`src/rtl/ball_motion_if.sv`:
```
// Signal bundle between the Breakout game logic and the ball engine.
// The game side (master) drives serve, paddle and collision inputs; the ball engine (slave) drives the ball state.
interface ball_motion_if;
    logic       start;
    logic [9:0] paddle_x;
    logic       topbotcol;
    logic       LRcol;
    logic [9:0] ballx;
    logic [9:0] bally;
    logic       dir_x;
    logic       dir_y;
    logic       ball_lost;
    logic [1:0] lives;
    logic       game_over;

    modport master (
        output start,
        output paddle_x,
        output topbotcol,
        output LRcol,
        input  ballx,
        input  bally,
        input  dir_x,
        input  dir_y,
        input  ball_lost,
        input  lives,
        input  game_over
    );

    modport slave (
        input  start,
        input  paddle_x,
        input  topbotcol,
        input  LRcol,
        output ballx,
        output bally,
        output dir_x,
        output dir_y,
        output ball_lost,
        output lives,
        output game_over
    );
endinterface

```
`src/rtl/ball_motion.sv`:
```
// Breakout ball engine: holds the ball on the paddle until serve, then steps it one pixel per axis per move tick,
// bouncing off walls, paddle and blocks, and tracks lost balls and remaining lives.
module ball_motion #(
    parameter int SCREEN_W   = 640,
    parameter int SCREEN_H   = 480,
    parameter int PADDLE_Y   = 440,
    parameter int PADDLE_W   = 64,
    parameter int TICK_DIV   = 250000,
    parameter int LIVES_INIT = 3
) (
    input  logic         clk,
    input  logic         rst,
    ball_motion_if.slave bus
);

    localparam int CNT_W = $clog2(TICK_DIV);

    localparam logic [CNT_W-1:0] TICK_LAST   = CNT_W'(TICK_DIV - 1);
    localparam logic [9:0]       X_MAX       = 10'(SCREEN_W - 1);
    localparam logic [9:0]       Y_MAX       = 10'(SCREEN_H - 1);
    localparam logic [9:0]       Y_SERVE     = 10'(PADDLE_Y - 1);
    localparam logic [9:0]       PADDLE_HALF = 10'(PADDLE_W / 2);
    localparam logic [10:0]      PADDLE_SPAN = 11'(PADDLE_W - 1);
    localparam logic [1:0]       LIVES_START = 2'(LIVES_INIT);

    localparam logic [1:0] ST_IDLE = 2'd0;
    localparam logic [1:0] ST_MOVE = 2'd1;
    localparam logic [1:0] ST_LOST = 2'd2;
    localparam logic [1:0] ST_OVER = 2'd3;

    logic [1:0]       state_reg;
    logic [9:0]       ballx_reg;
    logic [9:0]       bally_reg;
    logic             dir_x_reg;
    logic             dir_y_reg;
    logic [1:0]       lives_reg;
    logic [CNT_W-1:0] tick_cnt_reg;
    logic             tb_pend_reg;
    logic             lr_pend_reg;

    logic             tick;
    logic             tb_seen;
    logic             lr_seen;
    logic             leaving_bottom;
    logic             paddle_hit;
    logic [10:0]      paddle_right;
    logic [9:0]       serve_x;
    logic             dir_x_next;
    logic             dir_y_next;
    logic [9:0]       ballx_next;
    logic [9:0]       bally_next;

    assign tick         = (state_reg == ST_MOVE) && (tick_cnt_reg == TICK_LAST);
    // A collision pulse on the tick cycle itself must count towards that tick.
    assign tb_seen      = tb_pend_reg | bus.topbotcol;
    assign lr_seen      = lr_pend_reg | bus.LRcol;
    assign serve_x      = bus.paddle_x + PADDLE_HALF;
    assign paddle_right = {1'b0, bus.paddle_x} + PADDLE_SPAN;

    assign leaving_bottom = (bally_reg == Y_MAX) && dir_y_reg;
    assign paddle_hit     = (bally_reg == Y_SERVE) && dir_y_reg
                          && (ballx_reg >= bus.paddle_x)
                          && ({1'b0, ballx_reg} <= paddle_right);

    // Wall and paddle rules win over block flags so each axis reverses at most once per tick.
    always_comb begin
        dir_x_next = dir_x_reg;
        if ((ballx_reg == 10'd0) && !dir_x_reg) begin
            dir_x_next = 1'b1;
        end else if ((ballx_reg == X_MAX) && dir_x_reg) begin
            dir_x_next = 1'b0;
        end else if (lr_seen) begin
            dir_x_next = ~dir_x_reg;
        end
    end

    always_comb begin
        dir_y_next = dir_y_reg;
        if (paddle_hit) begin
            dir_y_next = 1'b0;
        end else if ((bally_reg == 10'd0) && !dir_y_reg) begin
            dir_y_next = 1'b1;
        end else if (tb_seen) begin
            dir_y_next = ~dir_y_reg;
        end
    end

    // The step uses the freshly resolved direction, so a bounce and its first step share one edge.
    always_comb begin
        ballx_next = dir_x_next ? (ballx_reg + 10'd1) : (ballx_reg - 10'd1);
        bally_next = dir_y_next ? (bally_reg + 10'd1) : (bally_reg - 10'd1);
    end

    always_ff @(posedge clk) begin
        if (rst) begin
            state_reg    <= ST_IDLE;
            ballx_reg    <= serve_x;
            bally_reg    <= Y_SERVE;
            dir_x_reg    <= 1'b1;
            dir_y_reg    <= 1'b0;
            lives_reg    <= LIVES_START;
            tick_cnt_reg <= '0;
            tb_pend_reg  <= 1'b0;
            lr_pend_reg  <= 1'b0;
        end else begin
            case (state_reg)
                ST_IDLE: begin
                    ballx_reg    <= serve_x;
                    bally_reg    <= Y_SERVE;
                    tick_cnt_reg <= '0;
                    tb_pend_reg  <= 1'b0;
                    lr_pend_reg  <= 1'b0;
                    if (bus.start) begin
                        state_reg <= ST_MOVE;
                        dir_x_reg <= 1'b1;
                        dir_y_reg <= 1'b0;
                    end
                end

                ST_MOVE: begin
                    if (tick) begin
                        tick_cnt_reg <= '0;
                        tb_pend_reg  <= 1'b0;
                        lr_pend_reg  <= 1'b0;
                        if (leaving_bottom) begin
                            state_reg <= ST_LOST;
                        end else begin
                            dir_x_reg <= dir_x_next;
                            dir_y_reg <= dir_y_next;
                            ballx_reg <= ballx_next;
                            bally_reg <= bally_next;
                        end
                    end else begin
                        tick_cnt_reg <= tick_cnt_reg + CNT_W'(1);
                        tb_pend_reg  <= tb_seen;
                        lr_pend_reg  <= lr_seen;
                    end
                end

                ST_LOST: begin
                    // Position stays frozen for the lost cycle and is re-parked on the way out.
                    lives_reg <= lives_reg - 2'd1;
                    ballx_reg <= serve_x;
                    bally_reg <= Y_SERVE;
                    state_reg <= (lives_reg == 2'd1) ? ST_OVER : ST_IDLE;
                end

                default: begin
                    ballx_reg    <= serve_x;
                    bally_reg    <= Y_SERVE;
                    tick_cnt_reg <= '0;
                    tb_pend_reg  <= 1'b0;
                    lr_pend_reg  <= 1'b0;
                end
            endcase
        end
    end

    assign bus.ballx     = ballx_reg;
    assign bus.bally     = bally_reg;
    assign bus.dir_x     = dir_x_reg;
    assign bus.dir_y     = dir_y_reg;
    assign bus.ball_lost = (state_reg == ST_LOST);
    assign bus.lives     = lives_reg;
    assign bus.game_over = (state_reg == ST_OVER);

endmodule

```
`src/flat_wrapper.sv`:
```
// flat-port wrapper written by rule: the top's interface ports become plain ports
module ball_motion_flat 
#(
    parameter int SCREEN_W   = 640,
    parameter int SCREEN_H   = 480,
    parameter int PADDLE_Y   = 440,
    parameter int PADDLE_W   = 64,
    parameter int TICK_DIV   = 250000,
    parameter int LIVES_INIT = 3
)
  (clk, rst, bus_start, bus_paddle_x, bus_topbotcol, bus_LRcol, bus_ballx, bus_bally, bus_dir_x, bus_dir_y, bus_ball_lost, bus_lives, bus_game_over);
  ball_motion_if bus_i ();
  input  logic clk;
  input  logic rst;
  input wire logic [$bits(bus_i.start)-1:0] bus_start;
  input wire logic [$bits(bus_i.paddle_x)-1:0] bus_paddle_x;
  input wire logic [$bits(bus_i.topbotcol)-1:0] bus_topbotcol;
  input wire logic [$bits(bus_i.LRcol)-1:0] bus_LRcol;
  output wire logic [$bits(bus_i.ballx)-1:0] bus_ballx;
  output wire logic [$bits(bus_i.bally)-1:0] bus_bally;
  output wire logic [$bits(bus_i.dir_x)-1:0] bus_dir_x;
  output wire logic [$bits(bus_i.dir_y)-1:0] bus_dir_y;
  output wire logic [$bits(bus_i.ball_lost)-1:0] bus_ball_lost;
  output wire logic [$bits(bus_i.lives)-1:0] bus_lives;
  output wire logic [$bits(bus_i.game_over)-1:0] bus_game_over;
  assign bus_i.start = bus_start;
  assign bus_i.paddle_x = bus_paddle_x;
  assign bus_i.topbotcol = bus_topbotcol;
  assign bus_i.LRcol = bus_LRcol;
  assign bus_ballx = bus_i.ballx;
  assign bus_bally = bus_i.bally;
  assign bus_dir_x = bus_i.dir_x;
  assign bus_dir_y = bus_i.dir_y;
  assign bus_ball_lost = bus_i.ball_lost;
  assign bus_lives = bus_i.lives;
  assign bus_game_over = bus_i.game_over;
  ball_motion #(.SCREEN_W(SCREEN_W), .SCREEN_H(SCREEN_H), .PADDLE_Y(PADDLE_Y), .PADDLE_W(PADDLE_W), .TICK_DIV(TICK_DIV), .LIVES_INIT(LIVES_INIT)) u_core (.clk(clk), .rst(rst), .bus(bus_i));
endmodule
```
`config.mk`:
```
export PLATFORM = sky130hd
export DESIGN_NAME = ball_motion_flat
export DESIGN_NICKNAME = d
export VERILOG_FILES = /design/src/rtl/ball_motion_if.sv /design/src/rtl/ball_motion.sv /design/src/flat_wrapper.sv
export SDC_FILE = /design/constraint.sdc
export NUM_CORES = 1
export LEC_CHECK = 0
export ABC_AREA = 0
export CORE_MARGIN = 1.5
export CORE_UTILIZATION = 59
export CTS_CLUSTER_DIAMETER = 60
export DETAILED_ROUTE_END_ITERATION = 16
export PLACE_DENSITY = 0.95
export RECOVER_POWER = 25
export SLEW_MARGIN = 20
export SYNTH_ARGS = -nofsm -noshare
export SYNTH_HDL_FRONTEND = slang
export SYNTH_SLANG_ARGS = --single-unit
```
`constraint.sdc`:
```
create_clock -name clk -period 13.4 [get_ports clk]
set_input_delay 1.34 -clock clk [delete_from_list [all_inputs] [get_ports clk]]
set_output_delay 1.34 -clock clk [all_outputs]
set_load 0.01 [all_outputs]
```
Word-level counts from Yosys, hierarchy flattened
Index checks and enable logic that the tools add are counted.
{"block": "word_totals", "ff_bits": 46, "input_bits": 15, "out_inout_bits": 26, "wordCells": 90}
{"block": "op_classes", "add_sub_neg": 8, "n_lt_le_gt_ge": 2, "n_eq_ne": 14, "mux": 31, "n_bitwise": 6, "n_reduce_logical": 20}
{"cell": "2-to-1 mux 10 bit", "n": 6}
{"cell": "one-hot mux 18 bit (2 select lines)", "n": 1}
{"cell": "adder 10 x 1 -> 10 bit, second input constant", "n": 2}
{"cell": "equality test 10 x 9 -> 1 bit, second input constant", "n": 2}
{"cell": "logical NOT 10 bit", "n": 2}
{"cell": "subtractor 10 x 1 -> 10 bit, second input constant", "n": 2}
{"cell": "adder 18 x 1 -> 18 bit, second input constant", "n": 1}
{"cell": "equality test 18 bit, second input constant", "n": 1}
{"cell": "2-to-1 mux 18 bit", "n": 1}
{"cell": "2-to-1 mux 1 bit", "n": 14}
{"cell": "adder 10 x 6 -> 11 bit, second input constant", "n": 1}
{"cell": "<= comparator 10 x 11 -> 1 bit", "n": 1}
{"cell": "adder 10 x 6 -> 10 bit, second input constant", "n": 1}
{"cell": "equality test 10 bit, second input constant", "n": 1}
{"cell": "greater-or-equal comparator 10 bit", "n": 1}
{"cell": "logical AND 1 bit", "n": 8}
{"cell": "2-to-1 mux 2 bit", "n": 4}
{"cell": "one-hot mux 1 bit (2 select lines)", "n": 4}
{"cell": "AND reduction 4 bit", "n": 2}
{"cell": "one-hot mux 2 bit (3 select lines)", "n": 1}
{"cell": "equality test 2 x 1 -> 1 bit, second input constant", "n": 2}
{"cell": "equality test 2 bit, second input constant", "n": 2}
{"cell": "inequality test 2 x 1 -> 1 bit, second input constant", "n": 2}
{"cell": "inequality test 2 bit, second input constant", "n": 2}
{"cell": "other kinds (11)", "n": 17}

Depth between registers and ports, before layout
{"block": "logic_depth", "ltp_word": 9, "mapped_depth": 20, "ltp_nobuf": 20}

Worst setup path before layout
No wires, ideal clock.
{"block": "synth_timing", "path_type": "input -> register", "from": "input port bus_paddle_x[0]", "to": "register u_core.bally_reg[9] (netlist: u_core.bus.bally[9])", "setup_ns": 0.127, "arrival_ns": 5.123, "t_required_ns": 13.273, "setup_slack_ns": 8.151, "path_stages": 19, "n_path_buf": 0, "cell_sequence": "inv_1 > ha_1 > a311oi_1 > xnor2_1 > ha_1 > a21o_1 > a21oi_1 > o21ai_0 > o311ai_0 > a21oi_1 > inv_1 > ha_1 > a211oi_1 > o21ai_1 > o311ai_2 > a21o_2 > nor3b_1 > a2111oi_2 > nand2_1"}
{"block": "synth_between", "elab_chain_cells": 5, "word_cells_on_any_way": 7, "classes_between": "add/sub: 1; order compare: 2; mux: 2; reduce/logical: 2"}
{"item": "start, declared", "line": "flat_wrapper.sv:16", "rtl": "input wire logic [$bits(bus_i.paddle_x)-1:0] bus_paddle_x;"}
{"item": "adder 10 x 6 -> 11 bit or greater-or-equal comparator 10 bit (tied branches)", "line": "ball_motion.sv:58, ball_motion.sv:62"}
{"item": "<= comparator 10 x 11 -> 1 bit or logical AND 1 bit (tied branches)", "line": "ball_motion.sv:63, ball_motion.sv:62"}
{"item": "logical AND 1 bit *", "line": "ball_motion.sv:63", "rtl": "&& ({1'b0, ballx_reg} <= paddle_right);"}
{"item": "2-to-1 mux 1 bit *", "line": "ball_motion.sv:79", "rtl": "if (paddle_hit) begin"}
{"item": "2-to-1 mux 10 bit *", "line": "ball_motion.sv:91", "rtl": "bally_next = dir_y_next ? (bally_reg + 10'd1) : (bally_reg - 10'd1);"}
{"item": "end signal, assigned", "line": "ball_motion.sv:131", "rtl": "bally_reg <= bally_next;"}
{"item": "end, declared", "line": "ball_motion.sv:33", "rtl": "logic [9:0] bally_reg;"}
Every way passes the cells marked *; elsewhere a longest branch is shown, timed or not.
A chain may end at the register's enable or synchronous reset.

Final worst setup path
Ends and elaborated chain as after synthesis.

==> summary.md <==
| Metric | Value |
|---|---|
| Worst vdd ir | 0.119 mV |
| Post-Synth Adder-Cell Area | 0.169 |
| Area Overhead vs Synth | 14.2% |
| Vias | 3477 |
| Drt wl/cell | 16.6 um |
| Min cycle time layout | 6270 ps |
| Starting DRC count in detailed routing | 292 |
| Part of the cycle the worst path needs | 0.468 |
| Number of antenna violations at the first check in global routing | 0 |
| CP Launch Point | bus_paddle_x[0] |
| Post-synth EDFFs | 10 |
| Grt ovf | 0 |
| Final Hold Fails | 0 |
| Die ar. | 6670 um^2 |
| Root Buffer | clkbuf_8 |
| Postcts setup bufs | 0 |
| Count of final setup violators | 0 |
| Mean Syn Cell Area | 8.51 um^2 |
| CTS resizes | 0 |
| Num CTS Buffers | 5 |
| Max FFs per register | 18 |
| Row cnt | 28 |
| WS Path Type | input port to flop |
| Wirelength, routed | 8990 um |
| Estimated wirelength of the detail-placed design | 6790 um |
| Ant diodes | 0 |
| Global-route usage over all layers | 0.287 |
| Worst R2R Path Depth | 15 |
| Status | completed |
| Synth unique cells | 63 |
| WP data required | 13600 ps |
| Crit Reg-Reg Startpoint | u_core.bus.ballx[8]$_DFFE_PP_ |
| Initial Utilization | 0.613 |
| F_max | 0.159 GHz |
| Nets | 530 |
| First-pass GRT wire length | 14900 um |
| Clk_skew | 10.3 ps |
| Simple-Gate Fraction of Synth Area | 0.242 |
| Critical Path Start Type | input port |
| Sink Count | 46 |
| TritonCTS clock tree | done |
| DRC viols | 0 |
| Mapped Area | 3650 um^2 |
| Clock Path Buffers | 2 |
| Crit path capture type | flop |
| Ys Warns | 0 |
| Least-Margin Pin Slew | 807 ps |
| Register area share after synthesis | 0.280 |
| Core area | 5960 um^2 |
| First drt pass iteration count | 5 |
| Synth Flop Type | dfxtp_1 |
| Worst-path maximum fanout | 9 |
| IO buf count | 40 |
| Hold-fix buffers at CTS | 0 |
| Worst slew margin | 0.462 |
| Final Hold Slack | 522 ps |
| Final ANT Viol Nets | 0 |
| Xor and xnor area share after synthesis | 0.0912 |
| Syn nets | 492 |
| Largest net degree at the start of global routing | 21 |
| Max-slew violations | 0 |
| RSZ-0062 raised after global routing | false |
| Layout cells sized above 1 | 0.0513 |
| Clock-pin slew on the worst setup and hold paths | 90 ps |
| Depth of the CTS H-tree | 2 |
| Setup crit end | u_core.bus.bally[9]$_SDFFE_PP0P_ |
| Die height | 81.7 um |
| CP Data Arrival Time | 6470 ps |
| P_leak | 0.00167 uW |
| Chip width | 81.7 um |
| Hold Path Class | flop to flop |
| Asr flop ratio synth | 0 |
| RD Place Congestion | 0.935 |
| Num ports | 41 |
| Power per Cell Area | 146 nW/um^2 |
| R2R Path End | u_core.bus.bally[9]$_SDFFE_PP0P_ |
| Compound-gate portion of the synthesized area | 0.167 |
| R2R Setup Slk | 8950 ps |
| Mapped Cells | 429 |
| Commonest cells after routing, fill and taps aside | nor2_1 (46), ha_1 (46), dfxtp_1 (36), clkdlybuf4s50_1 (31) |
| Max-cap violations | 0 |
| Mux share of post-synthesis cell area | 0.00548 |
| Largest family of logic cells by synthesized area | simple AND/OR/NAND/NOR gates |
| Vias in the first global route | 3290 |
| DR vias/cell | 6.40 |
| Total negative setup slack | 0 ps |
| Clk_lat worst skew | 310 ps |
| #FFs+latches synth | 46 |
==> critical path, cell delays in order <==
cell and delay [ps]:
clkdlybuf4s50_1 530, inv_1 80, ha_1 260, a311oi_1 370, xnor2_1 180, ha_1 270, a21o_1 160, a21oi_1 170
o21ai_0 100, o311ai_0 620, a21oi_1 260, inv_1 310, ha_1 310, a211oi_1 250, o21ai_1 180, o311ai_2 330
a21o_2 210, nor3b_1 60, a2111oi_2 390, nand2_1 80
==> cells in the mapped netlist (3+ instances only) <==
| library cell | count | area [um^2] |
|---|---|---|
| nand4_1 | 11 | 68.8 |
| nor2b_1 | 7 | 43.8 |
| a31oi_1 | 6 | 37.5 |
| a21o_1 | 4 | 30.0 |
| nand2_1 | 29 | 109 |
| a21oi_1 | 23 | 115 |
| inv_1 | 29 | 109 |
| nor4_1 | 5 | 31.3 |
| clkbuf_1 | 4 | 15.0 |
| edfxtp_1 | 10 | 300 |
| nor2_1 | 46 | 173 |
| xor2_1 | 15 | 131 |
| ha_1 | 46 | 576 |
| o21ai_0 | 20 | 100 |
| nor3b_1 | 5 | 37.5 |
| nor3_1 | 8 | 40.0 |
| o211ai_1 | 5 | 37.5 |
| nand2b_1 | 6 | 37.5 |
| a21boi_0 | 3 | 22.5 |
| and3_1 | 4 | 25.0 |
| and4_1 | 3 | 26.3 |
| a211oi_1 | 5 | 37.5 |
| nand3_1 | 22 | 110 |
| xnor2_1 | 23 | 201 |
| dfxtp_1 | 36 | 721 |
==> where the power goes <==
group | leakage, uW | switching [uW] | total (uW) | internal (uW)
Combinational | 0.00123 | 176 | 318 | 142
Clock | 0.0000484 | 51.8 | 88.7 | 36.9
Sequential | 0.000396 | 34.0 | 200 | 166
Total | 0.00167 | 262 | 606 | 344
==> routing by layer <==
metal,GRT usage,part of all wire
met5,0,0
met2,0.498,0.50
met1,0.340,0.41
met4,0.131,0.029
met3,0.0600,0.064
==> final cells by class <==
class	instances	area, um^2
clock inverters	3	20.0
fillers	455	1790
clock buffers	5	68.8
multi-input cells	344	2450
well taps	75	93.8
repair buffers	41	404
flip-flops and latches	46	1020
inverters	29	109
==> cell families after synthesis <==
| family | after synthesis |
|---|---|
| AO/OA/AOI/OAI | 91 |
| XOR/XNOR | 38 |
| AND/OR/NAND/NOR | 165 |
| buffers and inverters | 39 |
| multiplexers | 2 |
| flip-flops | 46 |
| adder cells (fa/ha/maj) | 48 |
==> metrics by stage <==
step | setup slack, ps | instances | instance area [um^2] | utilization | total power (uW)
4_1_cts | 7190 | 543 | 4180 | 0.703 | 606
2_1_floorplan | 8150 | 429 | 3650 | - | 417
6_report | 7130 | 543 | 4170 | 0.700 | 606
5_1_grt | 6840 | 543 | 4170 | 0.700 | 655
3_5_place_dp | 6870 | 535 | 4100 | 0.688 | 515
3_3_place_gp | 7170 | 535 | 4100 | 0.688 | 495
==> worst min path at each step <==
stage / slack, ps / depth (start not counted) / to / from
detailed placement: 510 / 2 / u_core.state_reg[1]$_SDFFE_PP0P_ / u_core.state_reg[1]$_SDFFE_PP0P_
global placement: 480 / 2 / u_core.lr_pend_reg$_SDFFE_PP0N_ / u_core.lr_pend_reg$_SDFFE_PP0N_
finish: 520 / 2 / u_core.state_reg[1]$_SDFFE_PP0P_ / u_core.state_reg[1]$_SDFFE_PP0P_
CTS: 520 / 2 / u_core.state_reg[1]$_SDFFE_PP0P_ / u_core.state_reg[1]$_SDFFE_PP0P_
floorplan: 460 / 2 / u_core.lr_pend_reg$_SDFFE_PP0N_ / u_core.lr_pend_reg$_SDFFE_PP0N_
global route: 550 / 2 / u_core.lr_pend_reg$_SDFFE_PP0N_ / u_core.lr_pend_reg$_SDFFE_PP0N_
No activity file was read; power rests on OpenSTA's default activity.
